**src/rtl/decode_issue_if.sv**
```systemverilog
// Handshake bundle between InstQueue, the decode/issue stage and dispatch.
// master is the decode stage side; slave is the queue/dispatch environment.
interface decode_issue_if #(
  parameter int XLEN      = 32,
  parameter int TAG_WIDTH = 4,
  parameter int OP_WIDTH  = 6
) ();
  logic                 iq_valid;
  logic [31:0]          iq_inst;
  logic [XLEN-1:0]      iq_pc;
  logic                 iq_ready;
  logic                 out_ready;
  logic                 out_valid;
  logic [OP_WIDTH-1:0]  out_op;
  logic [4:0]           out_rs1;
  logic [4:0]           out_rs2;
  logic                 out_rs1_valid;
  logic                 out_rs2_valid;
  logic [4:0]           out_rd;
  logic                 out_rd_valid;
  logic [XLEN-1:0]      out_imm;
  logic [XLEN-1:0]      out_pc;
  logic [TAG_WIDTH-1:0] out_tag;
  logic                 out_illegal;

  modport master (
    input  iq_valid, iq_inst, iq_pc, out_ready,
    output iq_ready, out_valid, out_op, out_rs1, out_rs2, out_rs1_valid, out_rs2_valid,
           out_rd, out_rd_valid, out_imm, out_pc, out_tag, out_illegal
  );

  modport slave (
    output iq_valid, iq_inst, iq_pc, out_ready,
    input  iq_ready, out_valid, out_op, out_rs1, out_rs2, out_rs1_valid, out_rs2_valid,
           out_rd, out_rd_valid, out_imm, out_pc, out_tag, out_illegal
  );
endinterface

```
**src/rtl/decode_issue_stage.sv**
```systemverilog
// Registered RV32I decode stage: decodes one instruction per accept into an output
// register and hands out ROB tags, tracking how many are in flight.
module decode_issue_stage #(
  parameter int XLEN      = 32,
  parameter int TAG_WIDTH = 4,
  parameter int ROB_DEPTH = 16,
  parameter int OP_WIDTH  = 6
) (
  input  logic            clk,
  input  logic            rst,
  input  logic            rdy,
  input  logic            flush,
  input  logic            commit_valid,
  decode_issue_if.master  io
);
  localparam int CNT_W = $clog2(ROB_DEPTH + 1);

  typedef enum logic [0:0] {EMPTY, FULL} state_t;

  state_t               state;
  logic [TAG_WIDTH-1:0] next_tag;
  logic [CNT_W-1:0]     count;
  logic                 rob_full;
  logic                 accept;

  logic [31:0] inst;
  logic [6:0]  opcode;
  logic [2:0]  f3;
  logic [6:0]  f7;
  logic [31:0] imm_i, imm_s, imm_b, imm_u, imm_j, imm_sh, imm32;
  int          op_num;
  logic        use_rs1, use_rs2, use_rd, dec_illegal;

  assign inst   = io.iq_inst;
  assign opcode = inst[6:0];
  assign f3     = inst[14:12];
  assign f7     = inst[31:25];
  assign imm_i  = {{20{inst[31]}}, inst[31:20]};
  assign imm_s  = {{20{inst[31]}}, inst[31:25], inst[11:7]};
  assign imm_b  = {{19{inst[31]}}, inst[31], inst[7], inst[30:25], inst[11:8], 1'b0};
  assign imm_u  = {inst[31:12], 12'b0};
  assign imm_j  = {{11{inst[31]}}, inst[31], inst[19:12], inst[20], inst[30:21], 1'b0};
  assign imm_sh = {27'b0, inst[24:20]};

  assign rob_full     = (count == CNT_W'(ROB_DEPTH));
  assign io.iq_ready  = rdy & ~rst & ~flush & ~rob_full & ((state == EMPTY) | io.out_ready);
  assign accept       = io.iq_valid & io.iq_ready;
  assign io.out_valid = (state == FULL);

  always_comb begin
    op_num      = 0;
    use_rs1     = 1'b0;
    use_rs2     = 1'b0;
    use_rd      = 1'b0;
    imm32       = '0;
    dec_illegal = 1'b0;
    case (opcode)
      7'b0110111: begin op_num = 1; use_rd = 1'b1; imm32 = imm_u; end
      7'b0010111: begin op_num = 2; use_rd = 1'b1; imm32 = imm_u; end
      7'b1101111: begin op_num = 3; use_rd = 1'b1; imm32 = imm_j; end
      7'b1100111: begin
        op_num = 4; use_rs1 = 1'b1; use_rd = 1'b1; imm32 = imm_i;
        dec_illegal = (f3 != 3'd0);
      end
      7'b1100011: begin
        use_rs1 = 1'b1; use_rs2 = 1'b1; imm32 = imm_b;
        case (f3)
          3'd0: op_num = 5;   3'd1: op_num = 6;   3'd4: op_num = 7;
          3'd5: op_num = 8;   3'd6: op_num = 9;   3'd7: op_num = 10;
          default: dec_illegal = 1'b1;
        endcase
      end
      7'b0000011: begin
        use_rs1 = 1'b1; use_rd = 1'b1; imm32 = imm_i;
        case (f3)
          3'd0: op_num = 11;  3'd1: op_num = 12;  3'd2: op_num = 13;
          3'd4: op_num = 14;  3'd5: op_num = 15;
          default: dec_illegal = 1'b1;
        endcase
      end
      7'b0100011: begin
        use_rs1 = 1'b1; use_rs2 = 1'b1; imm32 = imm_s;
        case (f3)
          3'd0: op_num = 16;  3'd1: op_num = 17;  3'd2: op_num = 18;
          default: dec_illegal = 1'b1;
        endcase
      end
      7'b0010011: begin
        use_rs1 = 1'b1; use_rd = 1'b1; imm32 = imm_i;
        case (f3)
          3'd0: op_num = 19;  3'd2: op_num = 20;  3'd3: op_num = 21;
          3'd4: op_num = 22;  3'd6: op_num = 23;  3'd7: op_num = 24;
          3'd1: begin
            imm32 = imm_sh; op_num = 25;
            dec_illegal = (f7 != 7'b0000000);
          end
          default: begin
            imm32 = imm_sh;
            if (f7 == 7'b0000000)      op_num = 26;
            else if (f7 == 7'b0100000) op_num = 27;
            else                       dec_illegal = 1'b1;
          end
        endcase
      end
      7'b0110011: begin
        use_rs1 = 1'b1; use_rs2 = 1'b1; use_rd = 1'b1;
        if (f7 == 7'b0000000) begin
          case (f3)
            3'd0: op_num = 28;  3'd1: op_num = 30;  3'd2: op_num = 31;  3'd3: op_num = 32;
            3'd4: op_num = 33;  3'd5: op_num = 34;  3'd6: op_num = 36;  default: op_num = 37;
          endcase
        end else if (f7 == 7'b0100000 && f3 == 3'd0) op_num = 29;
        else if (f7 == 7'b0100000 && f3 == 3'd5)     op_num = 35;
        else                                         dec_illegal = 1'b1;
      end
      default: dec_illegal = 1'b1;
    endcase
    // Illegal encodings still travel down the pipe, but as an inert NOP.
    if (dec_illegal) begin
      op_num  = 0;
      use_rs1 = 1'b0;
      use_rs2 = 1'b0;
      use_rd  = 1'b0;
      imm32   = '0;
    end
  end

  always_ff @(posedge clk) begin
    if (rst) begin
      state            <= EMPTY;
      next_tag         <= '0;
      count            <= '0;
      io.out_op        <= '0;
      io.out_rs1       <= '0;
      io.out_rs2       <= '0;
      io.out_rs1_valid <= 1'b0;
      io.out_rs2_valid <= 1'b0;
      io.out_rd        <= '0;
      io.out_rd_valid  <= 1'b0;
      io.out_imm       <= '0;
      io.out_pc        <= '0;
      io.out_tag       <= '0;
      io.out_illegal   <= 1'b0;
    end else if (rdy) begin
      if (flush) begin
        state    <= EMPTY;
        next_tag <= '0;
        count    <= '0;
      end else begin
        if (accept) begin
          state            <= FULL;
          io.out_op        <= OP_WIDTH'(op_num);
          io.out_rs1       <= use_rs1 ? inst[19:15] : 5'd0;
          io.out_rs2       <= use_rs2 ? inst[24:20] : 5'd0;
          io.out_rs1_valid <= use_rs1;
          io.out_rs2_valid <= use_rs2;
          io.out_rd        <= use_rd ? inst[11:7] : 5'd0;
          io.out_rd_valid  <= use_rd & (inst[11:7] != 5'd0);
          io.out_imm       <= XLEN'($signed(imm32));
          io.out_pc        <= io.iq_pc;
          io.out_tag       <= next_tag;
          io.out_illegal   <= dec_illegal;
          next_tag         <= (next_tag == TAG_WIDTH'(ROB_DEPTH - 1)) ? '0 : next_tag + 1'b1;
        end else if (io.out_ready) begin
          state <= EMPTY;
        end
        if (accept && !commit_valid)                 count <= count + 1'b1;
        else if (!accept && commit_valid && count != '0) count <= count - 1'b1;
      end
    end
  end
endmodule

```
**src/flat_wrapper.sv**
```systemverilog
// flat-port wrapper written by rule: the top's interface ports become plain ports
module decode_issue_stage_flat 
#(
  parameter int XLEN      = 32,
  parameter int TAG_WIDTH = 4,
  parameter int ROB_DEPTH = 16,
  parameter int OP_WIDTH  = 6
)
  (clk, rst, rdy, flush, commit_valid, io_iq_valid, io_iq_inst, io_iq_pc, io_out_ready, io_iq_ready, io_out_valid, io_out_op, io_out_rs1, io_out_rs2, io_out_rs1_valid, io_out_rs2_valid, io_out_rd, io_out_rd_valid, io_out_imm, io_out_pc, io_out_tag, io_out_illegal);
  decode_issue_if #(.XLEN(XLEN), .TAG_WIDTH(TAG_WIDTH), .OP_WIDTH(OP_WIDTH)) io_i ();
  input  logic clk;
  input  logic rst;
  input  logic rdy;
  input  logic flush;
  input  logic commit_valid;
  input wire logic [$bits(io_i.iq_valid)-1:0] io_iq_valid;
  input wire logic [$bits(io_i.iq_inst)-1:0] io_iq_inst;
  input wire logic [$bits(io_i.iq_pc)-1:0] io_iq_pc;
  input wire logic [$bits(io_i.out_ready)-1:0] io_out_ready;
  output wire logic [$bits(io_i.iq_ready)-1:0] io_iq_ready;
  output wire logic [$bits(io_i.out_valid)-1:0] io_out_valid;
  output wire logic [$bits(io_i.out_op)-1:0] io_out_op;
  output wire logic [$bits(io_i.out_rs1)-1:0] io_out_rs1;
  output wire logic [$bits(io_i.out_rs2)-1:0] io_out_rs2;
  output wire logic [$bits(io_i.out_rs1_valid)-1:0] io_out_rs1_valid;
  output wire logic [$bits(io_i.out_rs2_valid)-1:0] io_out_rs2_valid;
  output wire logic [$bits(io_i.out_rd)-1:0] io_out_rd;
  output wire logic [$bits(io_i.out_rd_valid)-1:0] io_out_rd_valid;
  output wire logic [$bits(io_i.out_imm)-1:0] io_out_imm;
  output wire logic [$bits(io_i.out_pc)-1:0] io_out_pc;
  output wire logic [$bits(io_i.out_tag)-1:0] io_out_tag;
  output wire logic [$bits(io_i.out_illegal)-1:0] io_out_illegal;
  assign io_i.iq_valid = io_iq_valid;
  assign io_i.iq_inst = io_iq_inst;
  assign io_i.iq_pc = io_iq_pc;
  assign io_i.out_ready = io_out_ready;
  assign io_iq_ready = io_i.iq_ready;
  assign io_out_valid = io_i.out_valid;
  assign io_out_op = io_i.out_op;
  assign io_out_rs1 = io_i.out_rs1;
  assign io_out_rs2 = io_i.out_rs2;
  assign io_out_rs1_valid = io_i.out_rs1_valid;
  assign io_out_rs2_valid = io_i.out_rs2_valid;
  assign io_out_rd = io_i.out_rd;
  assign io_out_rd_valid = io_i.out_rd_valid;
  assign io_out_imm = io_i.out_imm;
  assign io_out_pc = io_i.out_pc;
  assign io_out_tag = io_i.out_tag;
  assign io_out_illegal = io_i.out_illegal;
  decode_issue_stage #(.XLEN(XLEN), .TAG_WIDTH(TAG_WIDTH), .ROB_DEPTH(ROB_DEPTH), .OP_WIDTH(OP_WIDTH)) u_core (.clk(clk), .rst(rst), .rdy(rdy), .flush(flush), .commit_valid(commit_valid), .io(io_i));
endmodule
```
**config.mk**
```make
export PLATFORM = sky130hd
export DESIGN_NAME = decode_issue_stage_flat
export DESIGN_NICKNAME = d
export VERILOG_FILES = /design/src/rtl/decode_issue_if.sv /design/src/rtl/decode_issue_stage.sv /design/src/flat_wrapper.sv
export SDC_FILE = /design/constraint.sdc
export NUM_CORES = 1
export LEC_CHECK = 0
export ABC_AREA = 1
export CAP_MARGIN = 30
export CORE_ASPECT_RATIO = 1.75
export CORE_MARGIN = 4
export CORE_UTILIZATION = 45
export DETAILED_ROUTE_END_ITERATION = 10
export GPL_TIMING_DRIVEN = 0
export PLACE_DENSITY = 0.86
export SYNTH_ARGS = -nofsm -noshare
export SYNTH_HDL_FRONTEND = slang
export SYNTH_SLANG_ARGS = --single-unit
export TNS_END_PERCENT = 100
```
**constraint.sdc**
```tcl
create_clock -name clk -period 3.5 [get_ports clk]
set_clock_uncertainty 0.15 [all_clocks]
set_input_delay 0.875 -clock clk [delete_from_list [all_inputs] [get_ports clk]]
set_output_delay 0.875 -clock clk [all_outputs]
set_load 0.01 [all_outputs]
```
==> results of run 1 <==
==> final timing paths <==
path,startpoint,cells past startpoint,endpoint
max,flush,7,io_iq_ready
min,u_core.io.out_pc[9],2,u_core.io.out_pc[9]
max reg2reg,u_core.count[0],11,u_core.count[4]
min reg2reg,u_core.io.out_pc[9],2,u_core.io.out_pc[9]
==> routing by layer <==
metal  up-vias  track usage [%]  part of all wire, %  wire (µm)
met5         -                0                    0          0
met4         0             9.78                  3.5        626
met3        40             3.25                  4.3        780
met2       182             47.7                   54       9810
met1      2747             27.4                   38       6850
li1       2936                -                    -          -
==> cell type report <==
type                            instances  area, µm²
Fill cell                            1075       4200
Sequential cell                       103       2060
Inverter                               44        166
Tap cell                              135        169
Buffer                                 48        268
Clock buffer                            9        225
Clock inverter                          7       55.1
Multi-Input combinational cell        595       2950
Timing Repair Buffer                  162       1620
==> synth_stat cells, drive strengths merged <==
cell	count	area share [%]
nand2	257	18
a21oi	111	10
nand3	105	12
dfxtp	103	38
nor2	52	4.7
inv	43	3.0
o21ai	31	2.9
buf	26	3.4
clkbuf	22	1.5
nand3b	19	2.6
ha	5	1.2
nand4	5	0.58
a31oi	2	0.23
xor2	2	0.32
clkinv	1	0.092
fa	1	0.37
nor4	1	0.12
o2111ai	1	0.16
o21a	1	0.14
or2	1	0.12
xnor2	1	0.16
==> registers in the layout, indices dropped and copies added, names as in the netlist, 4 cells and up <==
name               count
u_core.io.out_rs2      5
u_core.io.out_pc      32
u_core.io.out_rs1      5
u_core.io.out_op       6
u_core.count           5
u_core.io.out_imm     32
u_core.io.out_rd       5
u_core.next_tag        4
u_core.io.out_tag      4
==> kinds of logic (layout without fill, tap and decap cells) <==
group / after synthesis / after routing / share of synthesized area, %
compound gates: 146 / 146 / 13.7
xor+xnor: 3 / 3 / 0.483
flops: 103 / 103 / 37.9
fa+ha+maj: 6 / 6 / 1.52
simple gates: 440 / 440 / 38.4
buf+inv: 92 / 270 / 7.98
==> per-stage QoR <==
stage	TNS, ps	power [mW]
final	0	2.49
after global routing	0	2.58
after CTS	0	2.50
after detailed placement	-177	1.55
after global placement	-95.6	1.54
after floorplan	0	1.39
==> worst max-delay path, stage by stage <==
cell and delay, ps:
clkdlybuf4s50_1 480, inv_1 130, nand2_1 100, nor2_4 150
nand2_1 60, inv_1 50, clkdlybuf4s50_1 520
==> power groups by stage <==
stage / clock network [mW] / registers (mW) / logic, mW
6_report: 0.967 / 1.19 / 0.332
5_1_grt: 1.03 / 1.20 / 0.361
4_1_cts: 0.977 / 1.19 / 0.330
3_5_place_dp: 0 / 1.22 / 0.327
3_3_place_gp: 0 / 1.22 / 0.323
2_1_floorplan: 0 / 1.23 / 0.162
==> timing repair <==
action / 4_1_cts / 5_1_grt
setup buffers: 0 / 1
gates resized for setup: 0 / 2
endpoints found under the setup margin: 0 / 2
==> flow_summary.toml, run 1 <==
[sta]
relSlewSlack_pct = 51.5
finalSetupViolations = 0
clock.fmax_ghz = 0.295
setup_ws_ps = 109
rsz0062_at_grt = "no"
period_needed_ps = 3390
fin_crit_sh_pct = 96.9
hold-worst-slack_ps = 314
finalHoldViolCount = 0
final_max_slew_viol_count = 0
worstMarginPinSlew_ps = 727

[worst_setup_path]
crit_type = "input port to output port"
r2r_setup_slack_ps = 1090
end_kind = "output port"
cp.arrival_ps = 2370
cp_max_fo = 4
critPathLaunchType = "input port"
critPathRequiredTime_ps = 2470

[placed_design]
preCtsSetupSlack_ps = -99.5
portBuffers = 161
hpwl_um = 14100
dpl.cell_count = 1086
gp_congestion = 0.997
place_area_um2 = 7220

[routing]
wire_per_inst_um = 16.4
via_count = 5905
vias_per_cell = 5.35
dr.pass1.iters = 7
drtAntennaViolNets = 0
drtIter0Drc = 349
routed_wl_um = 18100
drc = 0

[pwr]
p_per_area_nw_per_um2 = 332
switching_share_pct = 26.9
peakVddDrop_uv = 228
power.internal_mw = 1.82
p_comb_share_pct = 13.3
pwr-share-seq_pct = 47.9
cellLeakagePower_nw = 2.92
p_switching_mw = 0.671
clockPowerShare_pct = 38.8

[clock_tree]
numCtsBuffers = 9
root_buffer = "clkbuf_16"
cts_max_level = 3
clk_pin_slew_worst_paths_ps = 70
cts_tree = "yes"
cts_max_path_buffers = 2
insertion_delay_ps = 350
cts.sinks = 103
hold_buffers = 0

[global_routing]
grt_max_degree = 19
antenna_found_initial = 0
grt_pass1_vias = 5498
grt_overflow_total = 0
grt_pass1_wl_um = 28300
grt_usage_pct = 25.0

[synth]
synth-seq-cells = 103
synth_cells = 790
yosysWarnings = 0
synthesis.area_um2 = 5440
ys_seq_area_share_pct = 37.9
synth_fp_nets = 867
ys_types = 34
postSynthAreaPerCell_um2 = 6.88

[die]
design.die.area_um2 = 14000
die_h_um = 153
rows = 52
io_pins = 166
die_w_um = 91.1
start_util_pct = 46.4
fp.coreArea_um2 = 11700

[finish]
area_growth_pct = 38.2
layout_common_cells = "nand2_1 (250), clkdlybuf4s50_1 (160), a21oi_1 (110)"
finish.instance_area_um2 = 7510
layout.nets = 1040
utilization_pct = 64.2
layout-drive-gt1-share_pct = 9.92
n_antenna_cell = 0
fin_cells = 1103
layout_commonest_cell = "nand2_1"

[outcome]
status = "finished, final reports clean"

[flow_run]
maxCapViolCount = 0

[worst_hold_path]
hold_path.class = "flip-flop to flip-flop"
No activity file was read; power rests on OpenSTA's default activity.
==> run 2: changes to the inputs <==
Settings changed: DONT_BUFFER_PORTS set to 1, PLACE_DENSITY 0.86 to 0.69.
==> flow_summary.toml, run 2 (same netlist as run 1, synthesis figures left out) <==
[sta]
final_max_slew_viol_count = 0
rsz0062_at_grt = "no"
finalSetupViolations = 0
clock.fmax_ghz = 0.342
worstMarginPinSlew_ps = 742
finalHoldViolCount = 0
finalSetupTns_ps = 0
fin_crit_sh_pct = 83.6
period_needed_ps = 2930
relSlewSlack_pct = 50.5

[routing]
vias_per_cell = 5.52
dr.pass1.iters = 4
drtIter0Drc = 238
via_count = 5190
routed_wl_um = 16500
drc = 0
wire_per_inst_um = 17.6
drtAntennaViolNets = 0

[clock_tree]
cts_max_path_buffers = 2
post_cts_buffers = 0
clk_pin_slew_worst_paths_ps = 70
insertion_delay_ps = 340
root_buffer = "clkbuf_16"
numCtsBuffers = 9
cts.sinks = 103
cts_max_level = 3
hold_buffers = 0
cts_tree = "yes"
post_cts_resized = 0

[global_routing]
grt_pass1_vias = 4920
grt_overflow_total = 0
grt_max_degree = 17
grt_pass1_wl_um = 25700
grt_usage_pct = 23.1
antenna_found_initial = 0

[placed_design]
gp_congestion = 0.967
portBuffers = 0
hpwl_um = 13000
place_area_um2 = 5610

[pwr]
cellLeakagePower_nw = 2.33
peakVddDrop_uv = 226
p_per_area_nw_per_um2 = 410

[die]
die_h_um = 153
io_pins = 166
die_w_um = 91.1
rows = 52
design.die.area_um2 = 14000
fp.coreArea_um2 = 11700
start_util_pct = 46.4

[worst_setup_path]
cp.arrival_ps = 3050
crit_top_cell = "nand3_1"
critPathLaunch = "rst"
crit_type = "input port to flip-flop"
crit_slowest_cell = "fa_1"
critPathLaunchType = "input port"
timing.rr.start = "u_core.count[0]"
path_cells = "buf_2, inv_2, o21ai_1, nor2_2, nand4_1, fa_1, nand3_1, nand2_1, xor2_1, xnor2_1, nand3_1, a21oi_1"
cp_max_fo = 8
end_kind = "flip-flop"
critPathRequiredTime_ps = 3620
max_stage_delay_ps = 590

[finish]
area_growth_pct = 8.47
reg.largest.list = "u_core.io.out_imm: 32 flops, u_core.io.out_pc: 32 flops, u_core.io.out_op: 6 flops"
layout.nets = 878
layout-drive-gt1-share_pct = 11.4
n_antenna_cell = 0
layout_commonest_cell = "nand2_1"
nFillCells = 1265
finish.instance_area_um2 = 5900
layout_common_cells = "nand2_1 (250), a21oi_1 (110), dfxtp_1 (103)"

[worst_hold_path]
hp-start = "u_core.count[4]"
hold_path.class = "flip-flop to flip-flop"

[outcome]
status = "finished, final reports clean"

[flow_run]
maxCapViolCount = 0
run 2: worst paths after layout:
| check | slack, ps | cells past startpoint | endpoint |
|---|---|---|---|
| worst min-delay path | 330 | 2 | u_core.count[4] |
| worst max-delay path | 570 | 12 | u_core.count[4] |
| worst min register to register | 330 | 2 | u_core.count[4] |
| worst max register to register | 960 | 10 | u_core.count[4] |
run 2: layer usage:
layer	GRT usage, %	up-vias	wire [µm]
li1	-	2619	-
met1	23.4	2379	5870
met2	42.9	161	8840
met3	7.13	31	1260
met4	10.0	0	567
met5	0	-	0
run 2: area by class of cell:
type | count | area (µm²) | area share [%]
Multi-Input combinational cell | 595 | 2940 | 49.9
Sequential cell | 103 | 2060 | 35.0
Buffer | 48 | 268 | 4.54
Clock buffer | 12 | 236 | 4.01
Tap cell | 135 | 169 | 2.86
Inverter | 44 | 166 | 2.82
Clock inverter | 4 | 55.1 | 0.933
run 2: where the power goes:
group	internal (mW)	switching [mW]
Clock	0.560	0.448
Sequential	1.19	0.0156
Combinational	0.0662	0.142
Total	1.81	0.606
run 2: metrics by stage:
stage	power [mW]	hold WS, ps	cells	util (%)	setup slack [ps]
after floorplan	1.39	308	790	-	562
after global placement	1.44	324	925	47.9	219
after detailed placement	1.44	329	925	47.9	207
after CTS	2.44	340	941	50.4	551
after global routing	2.51	366	941	50.4	280
final	2.42	335	941	50.4	574
run 2: critical path, delay by kind of cell:
kind / cells / cell delay (ps)
and+or+nand+nor: 5 / 790
adders and majority gates: 1 / 590
xor gates and xnor gates: 2 / 310
buffers and inverters: 2 / 270
AOI/OAI and AO/OA: 2 / 210
